File: config.mk
export PLATFORM = sky130hd
export DESIGN_NAME = frame_stream_tx_flat
export DESIGN_NICKNAME = d
export VERILOG_FILES = /design/src/rtl/frame_stream_tx_if.sv /design/src/rtl/frame_stream_tx.sv /design/src/flat_wrapper.sv
export SDC_FILE = /design/constraint.sdc
export NUM_CORES = 1
export LEC_CHECK = 0
export BUFFER_PORTS_ARGS = -buffer_cell sky130_fd_sc_hd__buf_2
export CAP_MARGIN = 10
export CORE_MARGIN = 2
export CORE_UTILIZATION = 30
export CTS_CLUSTER_SIZE = 25
export DETAILED_ROUTE_END_ITERATION = 10
export GPL_ROUTABILITY_DRIVEN = 0
export SYNTH_ARGS = -nofsm -noshare
export SYNTH_HDL_FRONTEND = slang
export SYNTH_SLANG_ARGS = --single-unit
File: constraint.sdc
create_clock -name clk -period 2.6 [get_ports clk]
set_input_delay 0.13 -clock clk [delete_from_list [all_inputs] [get_ports clk]]
set_output_delay 0.13 -clock clk [all_outputs]
set_load 0.02 [all_outputs]
File: src/rtl/frame_stream_tx_if.sv
// Pixel-stream transmitter bus: start/loop control, RAM read port, raster output and status.
// master is the transmitter's view; slave is the view of the controller, RAM and pipeline.
interface frame_stream_tx_if #(
  parameter int ADDR_WIDTH = 20,
  parameter int PIXEL_SIZE = 24
);
  logic                  start;
  logic                  loop;
  logic                  rd_en;
  logic [ADDR_WIDTH-1:0] rd_addr;
  logic [PIXEL_SIZE-1:0] rd_data;
  logic                  en;
  logic [PIXEL_SIZE-1:0] data;
  logic                  hsync;
  logic                  vsync;
  logic                  busy;
  logic                  done;
  logic [15:0]           frame_count;

  modport master (
    input  start, loop, rd_data,
    output rd_en, rd_addr, en, data, hsync, vsync, busy, done, frame_count
  );

  modport slave (
    output start, loop, rd_data,
    input  rd_en, rd_addr, en, data, hsync, vsync, busy, done, frame_count
  );
endinterface

File: src/rtl/frame_stream_tx.sv
// Frame-buffer raster transmitter: S0 walks the frame and reads RAM, S1 delays flags to meet rd_data.
// Start-to-first-pixel latency 2 cycles; start is ignored while busy and never queued.
module frame_stream_tx #(
  parameter int FRAME_WIDTH  = 550,
  parameter int FRAME_HEIGHT = 1,
  parameter int H_BLANK      = 1,
  parameter int V_BLANK      = 1,
  parameter int ADDR_WIDTH   = 20,
  parameter int PIXEL_SIZE   = 24
) (
  input  logic                   clk,
  input  logic                   reset_n,
  frame_stream_tx_if.master      bus
);

  localparam int XW   = $clog2(FRAME_WIDTH + 1);
  localparam int YW   = (FRAME_HEIGHT > 1) ? $clog2(FRAME_HEIGHT) : 1;
  localparam int BMAX = (H_BLANK > V_BLANK) ? H_BLANK : V_BLANK;
  localparam int BW   = $clog2(BMAX + 1);

  localparam logic [XW-1:0]         X_LAST  = XW'(FRAME_WIDTH - 1);
  localparam logic [YW-1:0]         Y_LAST  = YW'(FRAME_HEIGHT - 1);
  localparam logic [BW-1:0]         HB_LAST = BW'(H_BLANK - 1);
  localparam logic [BW-1:0]         VB_LAST = BW'(V_BLANK - 1);
  localparam logic [ADDR_WIDTH-1:0] A_LAST  = ADDR_WIDTH'(FRAME_WIDTH * FRAME_HEIGHT - 1);

  typedef enum logic [1:0] {
    IDLE   = 2'd0,
    ACTIVE = 2'd1,
    HBLANK = 2'd2,
    VBLANK = 2'd3
  } state_t;

  // S0 state
  state_t                state_q, state_d;
  logic [XW-1:0]         x_q, x_d;
  logic [YW-1:0]         y_q, y_d;
  logic [BW-1:0]         b_q, b_d;
  logic [ADDR_WIDTH-1:0] addr_q, addr_d;
  logic [15:0]           fc_q, fc_d;

  // S1 state
  logic en_q, en_d;
  logic hsync_q, hsync_d;
  logic vsync_q, vsync_d;
  logic done_q, done_d;
  logic busy1_q, busy1_d;

  logic s0_en;
  logic s0_hsync;
  logic s0_vsync;
  logic s0_done;
  logic s0_busy;

  always_ff @(posedge clk) begin
    if (!reset_n) begin
      state_q <= IDLE;
      x_q     <= '0;
      y_q     <= '0;
      b_q     <= '0;
      addr_q  <= '0;
      fc_q    <= '0;
      en_q    <= 1'b0;
      hsync_q <= 1'b0;
      vsync_q <= 1'b0;
      done_q  <= 1'b0;
      busy1_q <= 1'b0;
    end else begin
      state_q <= state_d;
      x_q     <= x_d;
      y_q     <= y_d;
      b_q     <= b_d;
      addr_q  <= addr_d;
      fc_q    <= fc_d;
      en_q    <= en_d;
      hsync_q <= hsync_d;
      vsync_q <= vsync_d;
      done_q  <= done_d;
      busy1_q <= busy1_d;
    end
  end

  always_comb begin
    state_d  = state_q;
    x_d      = x_q;
    y_d      = y_q;
    b_d      = b_q;
    addr_d   = addr_q;
    s0_en    = 1'b0;
    s0_hsync = 1'b0;
    s0_vsync = 1'b0;
    s0_done  = 1'b0;

    case (state_q)
      IDLE: begin
        // S1 may still be emitting the done cycle; a start then must not be accepted.
        if (bus.start && !busy1_q) begin
          state_d = ACTIVE;
          x_d     = '0;
          y_d     = '0;
          b_d     = '0;
          addr_d  = '0;
        end
      end
      ACTIVE: begin
        s0_en  = 1'b1;
        addr_d = (addr_q == A_LAST) ? '0 : addr_q + 1'b1;
        if (x_q == X_LAST) begin
          x_d     = '0;
          b_d     = '0;
          state_d = (y_q == Y_LAST) ? VBLANK : HBLANK;
        end else begin
          x_d = x_q + 1'b1;
        end
      end
      HBLANK: begin
        s0_hsync = (b_q == '0);
        if (b_q == HB_LAST) begin
          b_d     = '0;
          y_d     = y_q + 1'b1;
          state_d = ACTIVE;
        end else begin
          b_d = b_q + 1'b1;
        end
      end
      VBLANK: begin
        s0_vsync = (b_q == '0);
        if (b_q == VB_LAST) begin
          b_d = '0;
          x_d = '0;
          y_d = '0;
          // loop is only looked at here, so dropping it mid-frame finishes the frame.
          if (bus.loop) begin
            addr_d  = '0;
            state_d = ACTIVE;
          end else begin
            s0_done = 1'b1;
            state_d = IDLE;
          end
        end else begin
          b_d = b_q + 1'b1;
        end
      end
      default: state_d = IDLE;
    endcase
  end

  always_comb begin
    s0_busy = (state_q != IDLE);
    en_d    = s0_en;
    hsync_d = s0_hsync;
    vsync_d = s0_vsync;
    done_d  = s0_done;
    busy1_d = s0_busy;
    // Counter lands on the same cycle the delayed vsync reaches the output.
    fc_d    = fc_q + {15'd0, s0_vsync};
  end

  assign bus.rd_en       = s0_en;
  assign bus.rd_addr     = addr_q;
  assign bus.en          = en_q;
  assign bus.data        = en_q ? bus.rd_data : '0;
  assign bus.hsync       = hsync_q;
  assign bus.vsync       = vsync_q;
  assign bus.done        = done_q;
  assign bus.busy        = s0_busy | busy1_q;
  assign bus.frame_count = fc_q;

endmodule

File: src/flat_wrapper.sv
// flat-port wrapper written by rule: the top's interface ports become plain ports
module frame_stream_tx_flat 
#(
  parameter int FRAME_WIDTH  = 550,
  parameter int FRAME_HEIGHT = 1,
  parameter int H_BLANK      = 1,
  parameter int V_BLANK      = 1,
  parameter int ADDR_WIDTH   = 20,
  parameter int PIXEL_SIZE   = 24
)
  (clk, reset_n, bus_start, bus_loop, bus_rd_data, bus_rd_en, bus_rd_addr, bus_en, bus_data, bus_hsync, bus_vsync, bus_busy, bus_done, bus_frame_count);
  frame_stream_tx_if #(.ADDR_WIDTH(ADDR_WIDTH), .PIXEL_SIZE(PIXEL_SIZE)) bus_i ();
  input  logic clk;
  input  logic reset_n;
  input wire logic [$bits(bus_i.start)-1:0] bus_start;
  input wire logic [$bits(bus_i.loop)-1:0] bus_loop;
  input wire logic [$bits(bus_i.rd_data)-1:0] bus_rd_data;
  output wire logic [$bits(bus_i.rd_en)-1:0] bus_rd_en;
  output wire logic [$bits(bus_i.rd_addr)-1:0] bus_rd_addr;
  output wire logic [$bits(bus_i.en)-1:0] bus_en;
  output wire logic [$bits(bus_i.data)-1:0] bus_data;
  output wire logic [$bits(bus_i.hsync)-1:0] bus_hsync;
  output wire logic [$bits(bus_i.vsync)-1:0] bus_vsync;
  output wire logic [$bits(bus_i.busy)-1:0] bus_busy;
  output wire logic [$bits(bus_i.done)-1:0] bus_done;
  output wire logic [$bits(bus_i.frame_count)-1:0] bus_frame_count;
  assign bus_i.start = bus_start;
  assign bus_i.loop = bus_loop;
  assign bus_i.rd_data = bus_rd_data;
  assign bus_rd_en = bus_i.rd_en;
  assign bus_rd_addr = bus_i.rd_addr;
  assign bus_en = bus_i.en;
  assign bus_data = bus_i.data;
  assign bus_hsync = bus_i.hsync;
  assign bus_vsync = bus_i.vsync;
  assign bus_busy = bus_i.busy;
  assign bus_done = bus_i.done;
  assign bus_frame_count = bus_i.frame_count;
  frame_stream_tx #(.FRAME_WIDTH(FRAME_WIDTH), .FRAME_HEIGHT(FRAME_HEIGHT), .H_BLANK(H_BLANK), .V_BLANK(V_BLANK), .ADDR_WIDTH(ADDR_WIDTH), .PIXEL_SIZE(PIXEL_SIZE)) u_core (.clk(clk), .reset_n(reset_n), .bus(bus_i));
endmodule
==> results by stage <==
Critical path:
- The type of destination of the critical path is a register.
- The cell family contributing the most delay on the critical path is simple AND/OR/NAND/NOR gates.
- The critical path startpoint category is a register.
- The combined buffer and inverter count along the critical path is 0.
- Data arrives at the worst endpoint at 2.21 ns.
- In this design, the critical path's most frequently occurring cell is sky130_fd_sc_hd__and2_1.
- The critical-path cell with the highest stage delay is sky130_fd_sc_hd__dfxtp_1.
- For the worst setup path, the data required time is between 2 and 3 ns.
- In this run the worst path has a maximum fanout of 12.
- On the worst path, the slowest cell contributes a delay of 0.58 ns.
- The signal on the critical path passes through and2_1, ha_1, nand3_1, or2_0, nor4_1, xor2_1, and2_1.
- The critical path is of the reg2reg type.

Routing:
- The number of nets with antenna violations after routing is 0.
- The routed wirelength normalized by instance count is 12.6 um.
- The detail-routed via count per cell is 4.76.
- The number of design-rule violations left by the first detailed-router iteration is 92.
- The final routed DRC violation total is 0.
- The total wirelength of the detailed-routed design is 7030 um.
- The total vias in the final route is 2649.
- The number of detailed-route iterations in the first pass is 6.

Floorplan:
- In this run the count of I/O pins placed on the die edge is 94.
- The initial cell density of the core is 0.309.
- The count of standard-cell rows is 35.
- The die covers a little over 10000 um^2.
- From left edge to right edge, the die measures 101 um.
- The area of the core is ~9200 um^2.
- The die is 101 um tall.

Layout:
- The finished layout holds 557 standard cells, fillers aside.
- The antenna diode instance count is 0.
- Relative to the synthesized area, the layout overhead comes to 24.2%.
- The total area of multi-input combinational cells is ~1700 um^2.
- The combined flip-flop and latch cell area is 1080 um^2.
- The top cell types in the final layout, fill and taps aside, are 93 x sky130_fd_sc_hd__buf_2, 54 x sky130_fd_sc_hd__dfxtp_1, 44 x sky130_fd_sc_hd__and2_1, 26 x sky130_fd_sc_hd__nand2_1, 25 x sky130_fd_sc_hd__nor2_1.
- The share of post-route cells with drive strength above 1 is 0.269.
- The library cell used most frequently in the layout, excluding fill and tap cells, is sky130_fd_sc_hd__buf_2.
- The final layout contains 461 nets.
- The total of fill cells in the finished design is 951.

Status:
- The run finished with clean final reports.

Hold path:
- The tightest min-delay check is of the in2reg type.

Yosys:
- The prevailing post-synth register cell is sky130_fd_sc_hd__dfxtp_1.
- The net count of the mapped netlist is 372.
- Averaged over all synthesized cells, the footprint is about 8.4 um^2.
- During synthesis, Yosys emitted a total of 0 warnings.
- The synthesized netlist occupies a cell area of about 2900 um^2.
- Synthesis produced 338 cells.
- Yosys mapped the design onto 52 distinct sky130hd cell types.
- The proportion of synthesized chip area in sequential cells is 0.379.
- Counting flops and latches in the post-synthesis netlist gives 54.
- The synthesized design contains 0 enable-type register cells.
- The portion of synthesized cell area occupied by the leading cell type is 0.379.
- By area the synthesized netlist is led by sky130_fd_sc_hd__dfxtp_1 38%, sky130_fd_sc_hd__and2_1 9.7%, sky130_fd_sc_hd__xnor2_1 4.0%.
- The biggest area contributor in the post-synthesis netlist is sky130_fd_sc_hd__dfxtp_1.
- The async set-reset flop share out of synthesis is 0.

Power:
- The overall power of the completed layout is 1.53 mW.
- For this design the ratio of total power to cell area is 433 nW/um^2.
- The highest ir drop seen on vdd is 0.205 mV.
- For this design the static power due to leakage is about 1.5 nW.

STA:
- Between clock sinks in the finished design, the worst skew comes to 0.0109 ns.
- The maximum operating frequency is about 0.50 GHz.
- The count of endpoints failing hold in the final timing report came to 0.
- The final number of max-transition violations came to 0.
- Setup slack on the critical path of the routed design comes to 0.610 ns.
- The relative slew slack is 0.658.
- For the pin with the worst max-slew slack, the measured transition is 0.513 ns.
- Setup violations remaining at the end of the flow were counted as 0.
- Of the available clock period, the critical path in the final layout requires 0.765.
- Setup repair after global routing left no endpoint under its margin.
- Setup total negative slack on the finished layout was measured at 0 ns.
- The post-layout minimum cycle time is 1.99 ns.

Clock tree:
- The clock-pin transition on the worst setup and hold timing paths is around 0.10 ns.
- The largest buffer count on any clock path is 2.
- The total CTS buffers is 5.
- In this run the clock root is driven by a sky130_fd_sc_hd__clkbuf_8.
- The clock tree synthesis step divided the H-tree into 2 levels.
- The clock drives between 50 and 60 sinks.
- The CTS tree is done.
- Once the clock tree was built, the resizer swapped 0 gates to a different size.
- For the worst-skew pair, the clock arrives at the later sink with an insertion delay of 0.31 ns.

Global route:
- For this run the aggregate overflow at the end of global routing stands at 0.
- The number of global-route vias before repair came to roughly 2300.
- The first global-routing pass estimated ~11000 um of wire.
- The initial antenna violation count is 0.
- The maximum number of pins on one net before global-route repair is 32.
- The global-route usage over all layers is 0.132.

Place:
- At the placement stage, the worst setup path has a slack of 0.615 ns.
- The detailed-placement wirelength estimate is between 5000 and 6000 um.
- The count of placed standard cells including taps is 548.
- Port buffering added a little over 90 buffers.

Run:
- The tool flagged a number of max-cap violations equal to 0.
worst register-to-register path: stages, from the launching register on:
cell                      delay [ns]
sky130_fd_sc_hd__dfxtp_1        0.58
sky130_fd_sc_hd__and2_1         0.19
sky130_fd_sc_hd__ha_1           0.16
sky130_fd_sc_hd__nand3_1        0.13
sky130_fd_sc_hd__or2_0          0.31
sky130_fd_sc_hd__nor4_1         0.27
sky130_fd_sc_hd__xor2_1         0.10
sky130_fd_sc_hd__and2_1         0.16
per-layer routing:
layer  up-vias  GRT usage  share of wire
met5         -          0              0
li1       1366          -              -
met4         0     0.0468          0.015
met1      1230      0.170           0.47
met3         8     0.0297          0.037
met2        45      0.215           0.48
stage by stage:
step	hold slack [ns]	util	cell area, um^2
5_1_grt	0.196	0.383	3540
3_3_place_gp	0.340	0.372	3430
3_5_place_dp	0.340	0.372	3430
4_1_cts	0.190	0.383	3540
6_report	0.210	0.383	3540
2_1_floorplan	0.207	-	2850
what timing repair did:
action | in CTS | in global routing
setup buffers | 0 | 0
hold buffers | 1 | 0
endpoints found under the hold margin | 1 | 0
area by class of cell:
type	instances	share of cell area
clock buffer	6	0.0233
timing repair buffer	96	0.138
tap	129	0.0456
inverter	12	0.0127
multi-input combinational	258	0.470
sequential	54	0.305
clock inverter	2	0.00459
worst paths after layout:
kind | to | cells after the start | startpoint | slack [ns]
worst min register to register | u_core.bus.rd_addr[2] | 2 | u_core.bus.rd_addr[2] | 0.54
worst max-delay path | u_core.bus.frame_count[15] | 7 | u_core.state_q[0] | 0.61
worst max register to register | u_core.bus.frame_count[15] | 7 | u_core.state_q[0] | 0.61
worst min-delay path | u_core.x_q[9] | 2 | reset_n | 0.21
sequential cells by signal, summed over array words and instances (netlist names), 2 cells and up:
| name | count |
|---|---|
| u_core.bus.rd_addr | 20 |
| u_core.bus.frame_count | 16 |
| u_core.x_q | 10 |
| u_core.state_q | 2 |
cell families (layout without fill, tap and decap cells):
family                     Yosys count  in the layout  synth area share
adders and majority gates            6              6            0.0263
DFF                                 54             54             0.379
xor gates and xnor gates            25             25            0.0768
buffers and inverters               26            116            0.0369
AOI/OAI and AO/OA                   45             45             0.111
muxes                                1              1           0.00351
and+or+nand+nor                    181            181             0.367
synth_stat cells (2+ instances only):
| master | n |
|---|---|
| sky130_fd_sc_hd__a21oi_1 | 9 |
| sky130_fd_sc_hd__a31oi_1 | 2 |
| sky130_fd_sc_hd__a32o_1 | 2 |
| sky130_fd_sc_hd__and2_1 | 44 |
| sky130_fd_sc_hd__and3_1 | 5 |
| sky130_fd_sc_hd__and4_1 | 2 |
| sky130_fd_sc_hd__buf_2 | 3 |
| sky130_fd_sc_hd__clkbuf_1 | 10 |
| sky130_fd_sc_hd__dfxtp_1 | 54 |
| sky130_fd_sc_hd__ha_1 | 6 |
| sky130_fd_sc_hd__inv_1 | 11 |
| sky130_fd_sc_hd__nand2_1 | 26 |
| sky130_fd_sc_hd__nand3_1 | 15 |
| sky130_fd_sc_hd__nand4_1 | 15 |
| sky130_fd_sc_hd__nand4b_1 | 3 |
| sky130_fd_sc_hd__nor2_1 | 25 |
| sky130_fd_sc_hd__nor2b_1 | 9 |
| sky130_fd_sc_hd__nor3_1 | 10 |
| sky130_fd_sc_hd__nor3b_1 | 2 |
| sky130_fd_sc_hd__nor4_1 | 9 |
| sky130_fd_sc_hd__nor4b_1 | 2 |
| sky130_fd_sc_hd__o21a_1 | 2 |
| sky130_fd_sc_hd__o21ai_0 | 12 |
| sky130_fd_sc_hd__o22ai_1 | 3 |
| sky130_fd_sc_hd__o311a_1 | 2 |
| sky130_fd_sc_hd__o311ai_1 | 4 |
| sky130_fd_sc_hd__or3_1 | 3 |
| sky130_fd_sc_hd__xnor2_1 | 13 |
| sky130_fd_sc_hd__xor2_1 | 12 |
where the power goes:
| part | leakage, nW | switching (mW) | internal [mW] |
|---|---|---|---|
| clock | 0.0478 | 0.287 | 0.220 |
| combinational | 1.06 | 0.111 | 0.0672 |
| sequential | 0.436 | 0.0151 | 0.834 |
| total | 1.54 | 0.413 | 1.12 |
Power figures use the tool's default switching activity.
